[config.mk]
export PLATFORM = sky130hd
export DESIGN_NAME = hazard_ctrl
export DESIGN_NICKNAME = d
export VERILOG_FILES = /design/src/rtl/pipe_pkg.sv /design/src/rtl/hz_sat_counter.sv /design/src/rtl/hazard_ctrl.sv
export SDC_FILE = /design/constraint.sdc
export NUM_CORES = 1
export LEC_CHECK = 0
export ABC_AREA = 0
export CORE_MARGIN = 5
export CORE_UTILIZATION = 48
export CTS_BUF_LIST = sky130_fd_sc_hd__clkbuf_4 sky130_fd_sc_hd__clkbuf_8
export DETAILED_ROUTE_END_ITERATION = 8
export GPL_TIMING_DRIVEN = 1
export PLACE_DENSITY_LB_ADDON = 0.25
export SETUP_SLACK_MARGIN = 0.5
export SLEW_MARGIN = 20
export SYNTH_ARGS = -nofsm -noshare
export SYNTH_HDL_FRONTEND = slang
export SYNTH_HIERARCHICAL = 1
export SYNTH_SLANG_ARGS = --single-unit
export TNS_END_PERCENT = 10
[constraint.sdc]
create_clock -name clk -period 3.95 [get_ports clk]
set_input_delay 1.185 -clock clk [delete_from_list [all_inputs] [get_ports clk]]
set_output_delay 1.185 -clock clk [all_outputs]
set_load 0.05 [all_outputs]
[src/rtl/pipe_pkg.sv]
// Shared pipeline definitions for the 5-stage RV32I core.
// Holds the hazard sequencer state encoding, the latched flush kind,
// the canonical nop encoding and the RV32I major opcodes used by decode.
package pipe_pkg;

    // Hazard sequencer states
    typedef enum logic [1:0] {
        RUN      = 2'd0,
        MEM_WAIT = 2'd1,
        REDIRECT = 2'd2,
        ERROR    = 2'd3
    } hz_state_e;

    // Which flush line a redirect keeps re-asserting while in REDIRECT
    typedef enum logic {
        FLUSH_BRANCH = 1'b0,
        FLUSH_JAL    = 1'b1
    } flush_kind_e;

    // addi x0, x0, 0
    localparam logic [31:0] NOP_INST = 32'h0000_0013;

    // RV32I major opcodes
    localparam logic [6:0] OPC_LOAD   = 7'b000_0011;
    localparam logic [6:0] OPC_STORE  = 7'b010_0011;
    localparam logic [6:0] OPC_BRANCH = 7'b110_0011;
    localparam logic [6:0] OPC_JAL    = 7'b110_1111;
    localparam logic [6:0] OPC_JALR   = 7'b110_0111;
    localparam logic [6:0] OPC_OPIMM  = 7'b001_0011;
    localparam logic [6:0] OPC_OP     = 7'b011_0011;
    localparam logic [6:0] OPC_LUI    = 7'b011_0111;
    localparam logic [6:0] OPC_AUIPC  = 7'b001_0111;
    localparam logic [6:0] OPC_SYSTEM = 7'b111_0011;

    // True when the IF/ID instruction reads the register a load in ID/EX writes.
    // x0 never creates a dependency.
    function automatic logic load_use_hit(
        input logic       ex_load,
        input logic [4:0] ex_rd,
        input logic [4:0] rs1,
        input logic       use_rs1,
        input logic [4:0] rs2,
        input logic       use_rs2
    );
        logic hit_s;
        hit_s = 1'b0;
        if (ex_load && (ex_rd != 5'd0)) begin
            hit_s = (use_rs1 && (rs1 == ex_rd)) || (use_rs2 && (rs2 == ex_rd));
        end else begin
            hit_s = 1'b0;
        end
        return hit_s;
    endfunction

endpackage

[src/rtl/hz_sat_counter.sv]
// Saturating event counter.
// Ports: clk, rst (async, active-high), clr (sync clear), inc (count enable),
//        cnt (current value, sticks at all-ones).
module hz_sat_counter #(
    parameter int unsigned W = 32
) (
    input  logic         clk,
    input  logic         rst,
    input  logic         clr,
    input  logic         inc,
    output logic [W-1:0] cnt
);

    logic [W-1:0] cnt_r;

    // Count register: clear wins over increment, stop at all-ones
    always_ff @(posedge clk or posedge rst) begin
        if (rst) begin
            cnt_r <= '0;
        end else if (clr) begin
            cnt_r <= '0;
        end else if (inc && (cnt_r != {W{1'b1}})) begin
            cnt_r <= cnt_r + {{(W-1){1'b0}}, 1'b1};
        end else begin
            cnt_r <= cnt_r;
        end
    end

    assign cnt = cnt_r;

endmodule

[src/rtl/hazard_ctrl.sv]
// Central pipeline sequencer for the 5-stage RV32I core.
// Detects load-use hazards, turns EX redirects into flushes, freezes the pipe
// while dmem is busy and watchdogs long memory waits.
// Ports:
//   clk, rst                 clock, async active-high reset
//   id_rs1/id_rs2, id_use_*  sources of the IF/ID instruction
//   ex_load, ex_regD         load and destination in ID/EX
//   ex_br_taken/ex_jal/jalr  EX redirect requests
//   mem_req, mem_ready       dmem handshake of the MEM stage
//   stall, stall_if          decode hold / PC+IF/ID hold
//   bubble_id                ID/EX loads a nop at the next edge
//   jal_flush, branch_flush  squash IF/ID and ID/EX
//   freeze                   hold EX/MEM and MEM/WB
//   err                      sticky watchdog error
//   stall_cnt, flush_cnt     saturating performance counters
// All control outputs are Mealy and forced low while rst is high.
module hazard_ctrl
    import pipe_pkg::*;
#(
    parameter int unsigned REDIRECT_CYCLES = 1,
    parameter int unsigned MEM_TIMEOUT     = 255,
    parameter int unsigned CNT_W           = 32
) (
    input  logic             clk,
    input  logic             rst,
    input  logic [4:0]       id_rs1,
    input  logic [4:0]       id_rs2,
    input  logic             id_use_rs1,
    input  logic             id_use_rs2,
    input  logic             ex_load,
    input  logic [4:0]       ex_regD,
    input  logic             ex_br_taken,
    input  logic             ex_jal,
    input  logic             ex_jalr,
    input  logic             mem_req,
    input  logic             mem_ready,
    output logic             stall,
    output logic             stall_if,
    output logic             bubble_id,
    output logic             jal_flush,
    output logic             branch_flush,
    output logic             freeze,
    output logic             err,
    output logic [CNT_W-1:0] stall_cnt,
    output logic [CNT_W-1:0] flush_cnt
);

    localparam logic [2:0] RC_L  = 3'(REDIRECT_CYCLES);
    localparam logic [7:0] MT_L  = 8'(MEM_TIMEOUT);
    localparam bit         WD_EN = (MEM_TIMEOUT != 0);

    hz_state_e   state_r, state_nxt_s;
    flush_kind_e kind_r, kind_nxt_s;
    logic [2:0]  rcnt_r, rcnt_nxt_s;
    logic [7:0]  wcnt_r, wcnt_nxt_s;

    logic mem_busy_s, redirect_s, load_use_s;
    logic stall_s, stall_if_s, bubble_s, jal_s, branch_s, freeze_s, err_s;
    logic flush_ev_s;
    logic stall_if_o_s, flush_ev_o_s;

    assign mem_busy_s = mem_req && !mem_ready;
    assign redirect_s = ex_br_taken || ex_jal || ex_jalr;
    assign load_use_s = load_use_hit(ex_load, ex_regD, id_rs1, id_use_rs1, id_rs2, id_use_rs2);

    // State and counter registers
    always_ff @(posedge clk or posedge rst) begin
        if (rst) begin
            state_r <= RUN;
            kind_r  <= FLUSH_BRANCH;
            rcnt_r  <= 3'd0;
            wcnt_r  <= 8'd0;
        end else begin
            state_r <= state_nxt_s;
            kind_r  <= kind_nxt_s;
            rcnt_r  <= rcnt_nxt_s;
            wcnt_r  <= wcnt_nxt_s;
        end
    end

    // Next-state and Mealy control decode
    always_comb begin
        state_nxt_s = state_r;
        kind_nxt_s  = kind_r;
        rcnt_nxt_s  = rcnt_r;
        wcnt_nxt_s  = wcnt_r;
        stall_s     = 1'b0;
        stall_if_s  = 1'b0;
        bubble_s    = 1'b0;
        jal_s       = 1'b0;
        branch_s    = 1'b0;
        freeze_s    = 1'b0;
        err_s       = 1'b0;
        flush_ev_s  = 1'b0;

        case (state_r)
            RUN: begin
                if (mem_busy_s) begin
                    // EX is held, so redirect/load-use are seen again after release
                    stall_s     = 1'b1;
                    stall_if_s  = 1'b1;
                    freeze_s    = 1'b1;
                    wcnt_nxt_s  = 8'd1;
                    state_nxt_s = MEM_WAIT;
                end else if (redirect_s) begin
                    // Fetch keeps running so the target is loaded this edge
                    if (ex_br_taken) begin
                        branch_s   = 1'b1;
                        kind_nxt_s = FLUSH_BRANCH;
                    end else begin
                        jal_s      = 1'b1;
                        kind_nxt_s = FLUSH_JAL;
                    end
                    flush_ev_s = 1'b1;
                    if (RC_L != 3'd0) begin
                        rcnt_nxt_s  = RC_L;
                        state_nxt_s = REDIRECT;
                    end else begin
                        state_nxt_s = RUN;
                    end
                end else if (load_use_s) begin
                    // Decode advances into a nop; the dependent instruction waits one cycle
                    stall_if_s = 1'b1;
                    bubble_s   = 1'b1;
                end else begin
                    state_nxt_s = RUN;
                end
            end

            MEM_WAIT: begin
                if (wcnt_r != 8'hFF) begin
                    wcnt_nxt_s = wcnt_r + 8'd1;
                end else begin
                    wcnt_nxt_s = wcnt_r;
                end
                if (mem_ready) begin
                    // Release cycle: every control low so the pipe advances
                    state_nxt_s = RUN;
                end else if (WD_EN && (wcnt_r == MT_L)) begin
                    stall_s     = 1'b1;
                    stall_if_s  = 1'b1;
                    freeze_s    = 1'b1;
                    state_nxt_s = ERROR;
                end else begin
                    stall_s     = 1'b1;
                    stall_if_s  = 1'b1;
                    freeze_s    = 1'b1;
                    state_nxt_s = MEM_WAIT;
                end
            end

            REDIRECT: begin
                // EX holds nops here, so ex_* is not looked at
                branch_s = (kind_r == FLUSH_BRANCH);
                jal_s    = (kind_r == FLUSH_JAL);
                if (mem_busy_s) begin
                    stall_s    = 1'b1;
                    stall_if_s = 1'b1;
                    freeze_s   = 1'b1;
                    rcnt_nxt_s = rcnt_r;
                end else if (rcnt_r <= 3'd1) begin
                    rcnt_nxt_s  = 3'd0;
                    state_nxt_s = RUN;
                end else begin
                    rcnt_nxt_s = rcnt_r - 3'd1;
                end
            end

            ERROR: begin
                stall_s    = 1'b1;
                stall_if_s = 1'b1;
                freeze_s   = 1'b1;
                err_s      = 1'b1;
            end

            default: begin
                state_nxt_s = RUN;
            end
        endcase
    end

    // Reset masks every combinational control
    assign stall        = stall_s    & ~rst;
    assign stall_if_o_s = stall_if_s & ~rst;
    assign stall_if     = stall_if_o_s;
    assign bubble_id    = bubble_s   & ~rst;
    assign jal_flush    = jal_s      & ~rst;
    assign branch_flush = branch_s   & ~rst;
    assign freeze       = freeze_s   & ~rst;
    assign err          = err_s      & ~rst;
    assign flush_ev_o_s = flush_ev_s & ~rst;

    hz_sat_counter #(.W(CNT_W)) u_stall_cnt (
        .clk (clk),
        .rst (rst),
        .clr (1'b0),
        .inc (stall_if_o_s),
        .cnt (stall_cnt)
    );

    hz_sat_counter #(.W(CNT_W)) u_flush_cnt (
        .clk (clk),
        .rst (rst),
        .clr (1'b0),
        .inc (flush_ev_o_s),
        .cnt (flush_cnt)
    );

endmodule
==> metrics.md, run 1 <==
| Metric | Value |
|---|---|
| Most common cell after layout, fill and taps aside | dfrtp_1 |
| I/O Buffers | 95 |
| Skew-Pair Late Insertion Delay | approximately 350 ps |
| Syn. warnings | 6 |
| Diode count | 0 |
| Count of different cell masters after synthesis | 60 |
| Reg area | 0.00195 mm² |
| Residual DRC | 0 |
| Max IR drop VDD | between 0.0003 and 0.0004 V |
| Fmax | 279 MHz |
| Largest net degree at the start of global routing | 33 |
| First-pass GRT wire length | 20700 µm |
| CTS Hold Bufs | 0 |
| IO Pins | 96 |
| Die extent in x | 110 µm |
| Layout cell share with drive strength beyond 1 | 0.182 |
| Worst-path fanout max | 2 |
| Clk slew on worst S/H paths | 90 ps |
| Core area | 0.00977 mm² |
| Root Driver | clkbuf_8 |
| Seq/Total Area, Yosys | 0.406 |
| Max_slew headroom | 0.307 |
| Status | complete, no violations |
| Multi-input gate area | 0.00285 mm² |
| Die Y | 110 µm |
| Core Util, Final | 0.660 |
| Post-Place Cell Area | 0.00615 mm² |
| PD cells | 339 mW/mm² |
| Row cnt | 36 |
| Pre-CTS setup slack | -168 ps |
| # setup viols final | 0 |
| WP data required | 2760 ps |
| Starting DRT DRC Count | 280 |
| Layout Nets | 673 |
| Lkg Pwr | 2.52 nW |
| Hpwl dp | between 9000 and 10000 µm |
| EDFF count, synth | 0 |
| Endpoints failing hold | 0 |
| DR pass1 iterations | 5 |
| Clk sinks | between 70 and 80 |
| Routed wire length | 12600 µm |
| Synthesis-stage register bit count | 78 |
| Placer congestion estimate | 0.876 |
| Max-slew violation count | 0 |
| RSZ-0062 raised after global routing | yes |
| Final Cycle Share | 0.907 |
| Worst-Margin Slew | 1030 ps |
| Tot GR Track Use | 0.214 |
| Synthesized instance count | 520 |
| Layout Area Growth over Synthesis | 34.2% |
| Startpoint Class | input port |
| Drt via density | around 5.8 |
| Worst min-delay path class | reg2reg |
| Final antenna-violating net count | 0 |
| Vias after detailed routing | 4501 |
| Max Cap Viol | 0 |
| Post-synth ARST share | 1.00 |
| Setup WS post-layout | 369 ps |
| Vias in the first global route | approximately 4400 |
| Cell area after layout | 0.00645 mm² |
| CTS tree | yes |
| CP Capture Type | output port |
| Htree depth | 3 |
| Die area | approximately 0.012 mm² |
| WL per Instance | 16.3 µm |
| Fill count | 798 |
| Tmin final | 3580 ps |
| Antenna violations before repair | 0 |
| Bufs on Longest Clock Path | 2 |
| Synth Flop Type | dfrtp_1 |
| Commonest non-fill, non-tap cells in the layout | 78 x dfrtp_1, 66 x clkdlybuf4s50_1, 47 x a21oi_1 |
| Worst Path Arrival | 2400 ps |
| Setup Skew | 14.9 ps |
| Synth Area per Inst | 9.24 µm² |
| Post-Syn Area | between 0.004 and 0.005 mm² |
| Setup TNS | 0 ps |
| Total CTS buffers | 9 |
| Initial Util | 0.492 |
| Gr ovfl total | 0 |
| Worst Setup Path Type | in2out |
final timing paths:
path / start / endpoint / slack [ps] / cells past startpoint
worst max-delay path: ex_load / stall_if / 370 / 5
worst min-delay path: wcnt_r[1]$_DFFE_PP0P_ / wcnt_r[1]$_DFFE_PP0P_ / 530 / 2
max in group asynchronous: rst / u_stall_cnt/cnt[12]$_DFFE_PP0P_ / 2160 / 4
worst max register to register: state_r[1]$_DFFE_PP0P_ / u_stall_cnt/cnt[23]$_DFFE_PP0P_ / 880 / 12
worst min register to register: wcnt_r[1]$_DFFE_PP0P_ / wcnt_r[1]$_DFFE_PP0P_ / 530 / 2
min in group asynchronous: rst / wcnt_r[0]$_DFFE_PP0P_ / 1410 / 3
power breakdown:
part	internal, mW	switching [mW]	leakage, nW	total [mW]
clock network	0.305	0.307	0.105	0.612
logic	0.288	0.391	1.34	0.679
registers	0.844	0.0527	1.08	0.897
total	1.44	0.751	2.52	2.19
final cells by class:
cell class | count | area share
Clock buffer | 10 | 0.0204
Clock inverter | 6 | 0.0109
Inverter | 22 | 0.0128
Multi-Input combinational cell | 405 | 0.441
Sequential cell | 78 | 0.303
Tap cell | 133 | 0.0258
Timing Repair Buffer | 122 | 0.187
routing by layer:
| layer | vias to the layer above | GRT usage | wire (µm) |
|---|---|---|---|
| met5 | - | 0 | 0 |
| met4 | 0 | 0.0427 | 98 |
| met3 | 12 | 0.0396 | 673 |
| met2 | 133 | 0.381 | 6680 |
| met1 | 2196 | 0.270 | 5170 |
| li1 | 2160 | - | - |
cell families (layout without fill, tap and decap cells):
| logic type | Yosys count | after routing | synth area share |
|---|---|---|---|
| flip-flops | 78 | 78 | 0.406 |
| AND/OR/NAND/NOR | 224 | 224 | 0.268 |
| AO/OA/AOI/OAI | 118 | 118 | 0.164 |
| XOR/XNOR | 31 | 31 | 0.0565 |
| buffers and inverters | 44 | 160 | 0.0424 |
| adder cells (fa/ha/maj) | 10 | 10 | 0.0260 |
| other | 1 | 8 | 0.000780 |
| multiplexers | 14 | 14 | 0.0362 |
metrics by stage:
stage	power (mW)	std cells	hold slack, ps
3_3_place_gp	1.53	757	490
3_5_place_dp	1.56	757	515
5_1_grt	2.31	776	576
2_1_floorplan	1.34	527	475
6_report	2.19	776	527
4_1_cts	2.20	776	536
flip-flops by register name, summed over array words and instances (netlist names):
register and count:
rcnt_r 3, wcnt_r 8, kind_r 1, state_r 2, u_stall_cnt/cnt 32, u_flush_cnt/cnt 32
timing repair:
item / CTS / global route
setup buffers: 3 / 0
pin swaps: 22 / 8
endpoints found under the setup margin: 31 / 23
resized for setup: 92 / 6
cloned: 0 / 0
cell usage after synthesis, drive strengths merged, types with 6 or more instances:
| cell | instances | area (µm²) |
|---|---|---|
| nor2b | 11 | 68.8 |
| or3 | 24 | 156 |
| o31ai | 25 | 201 |
| a21oi | 47 | 235 |
| nand2 | 35 | 131 |
| dfrtp | 78 | 1950 |
| nand4 | 17 | 128 |
| nor2 | 42 | 158 |
| xor2 | 7 | 61.3 |
| mux2 | 9 | 124 |
| buf | 10 | 76.3 |
| inv | 22 | 82.6 |
| nor3 | 13 | 81.3 |
| ha | 10 | 125 |
| nand3 | 22 | 110 |
| a211oi | 6 | 45.0 |
| nor4 | 15 | 113 |
| clkbuf | 12 | 45.0 |
| o21ai | 19 | 95.1 |
| or4 | 25 | 191 |
| xnor2 | 24 | 210 |
worst max-delay path, stage by stage:
cell	delay, ps
clkdlybuf4s50_1	470
o311a_4	200
nand2_4	70
a211oi_4	290
buf_12	180
Note: power is estimated with default switching activity, not from simulation.
==> run 2, diff against run 1 <==
--- a/config.mk
+++ b/config.mk
@@ -10,6 +10,7 @@
 export CORE_UTILIZATION = 48
 export CTS_BUF_LIST = sky130_fd_sc_hd__clkbuf_4 sky130_fd_sc_hd__clkbuf_8
 export DETAILED_ROUTE_END_ITERATION = 8
+export GPL_ROUTABILITY_DRIVEN = 0
 export GPL_TIMING_DRIVEN = 1
 export PLACE_DENSITY_LB_ADDON = 0.25
 export SETUP_SLACK_MARGIN = 0.5
==> results of run 2 <==
Final layout, timing and power as in run 1 (identical DEF).
==> run 3, diff against run 2 <==
--- a/config.mk
+++ b/config.mk
@@ -12,6 +12,7 @@
 export DETAILED_ROUTE_END_ITERATION = 8
 export GPL_ROUTABILITY_DRIVEN = 0
 export GPL_TIMING_DRIVEN = 1
+export HOLD_SLACK_MARGIN = 0.05
 export PLACE_DENSITY_LB_ADDON = 0.25
 export SETUP_SLACK_MARGIN = 0.5
 export SLEW_MARGIN = 20
==> results of run 3 <==
Final layout, timing and power as in run 1 (identical DEF).
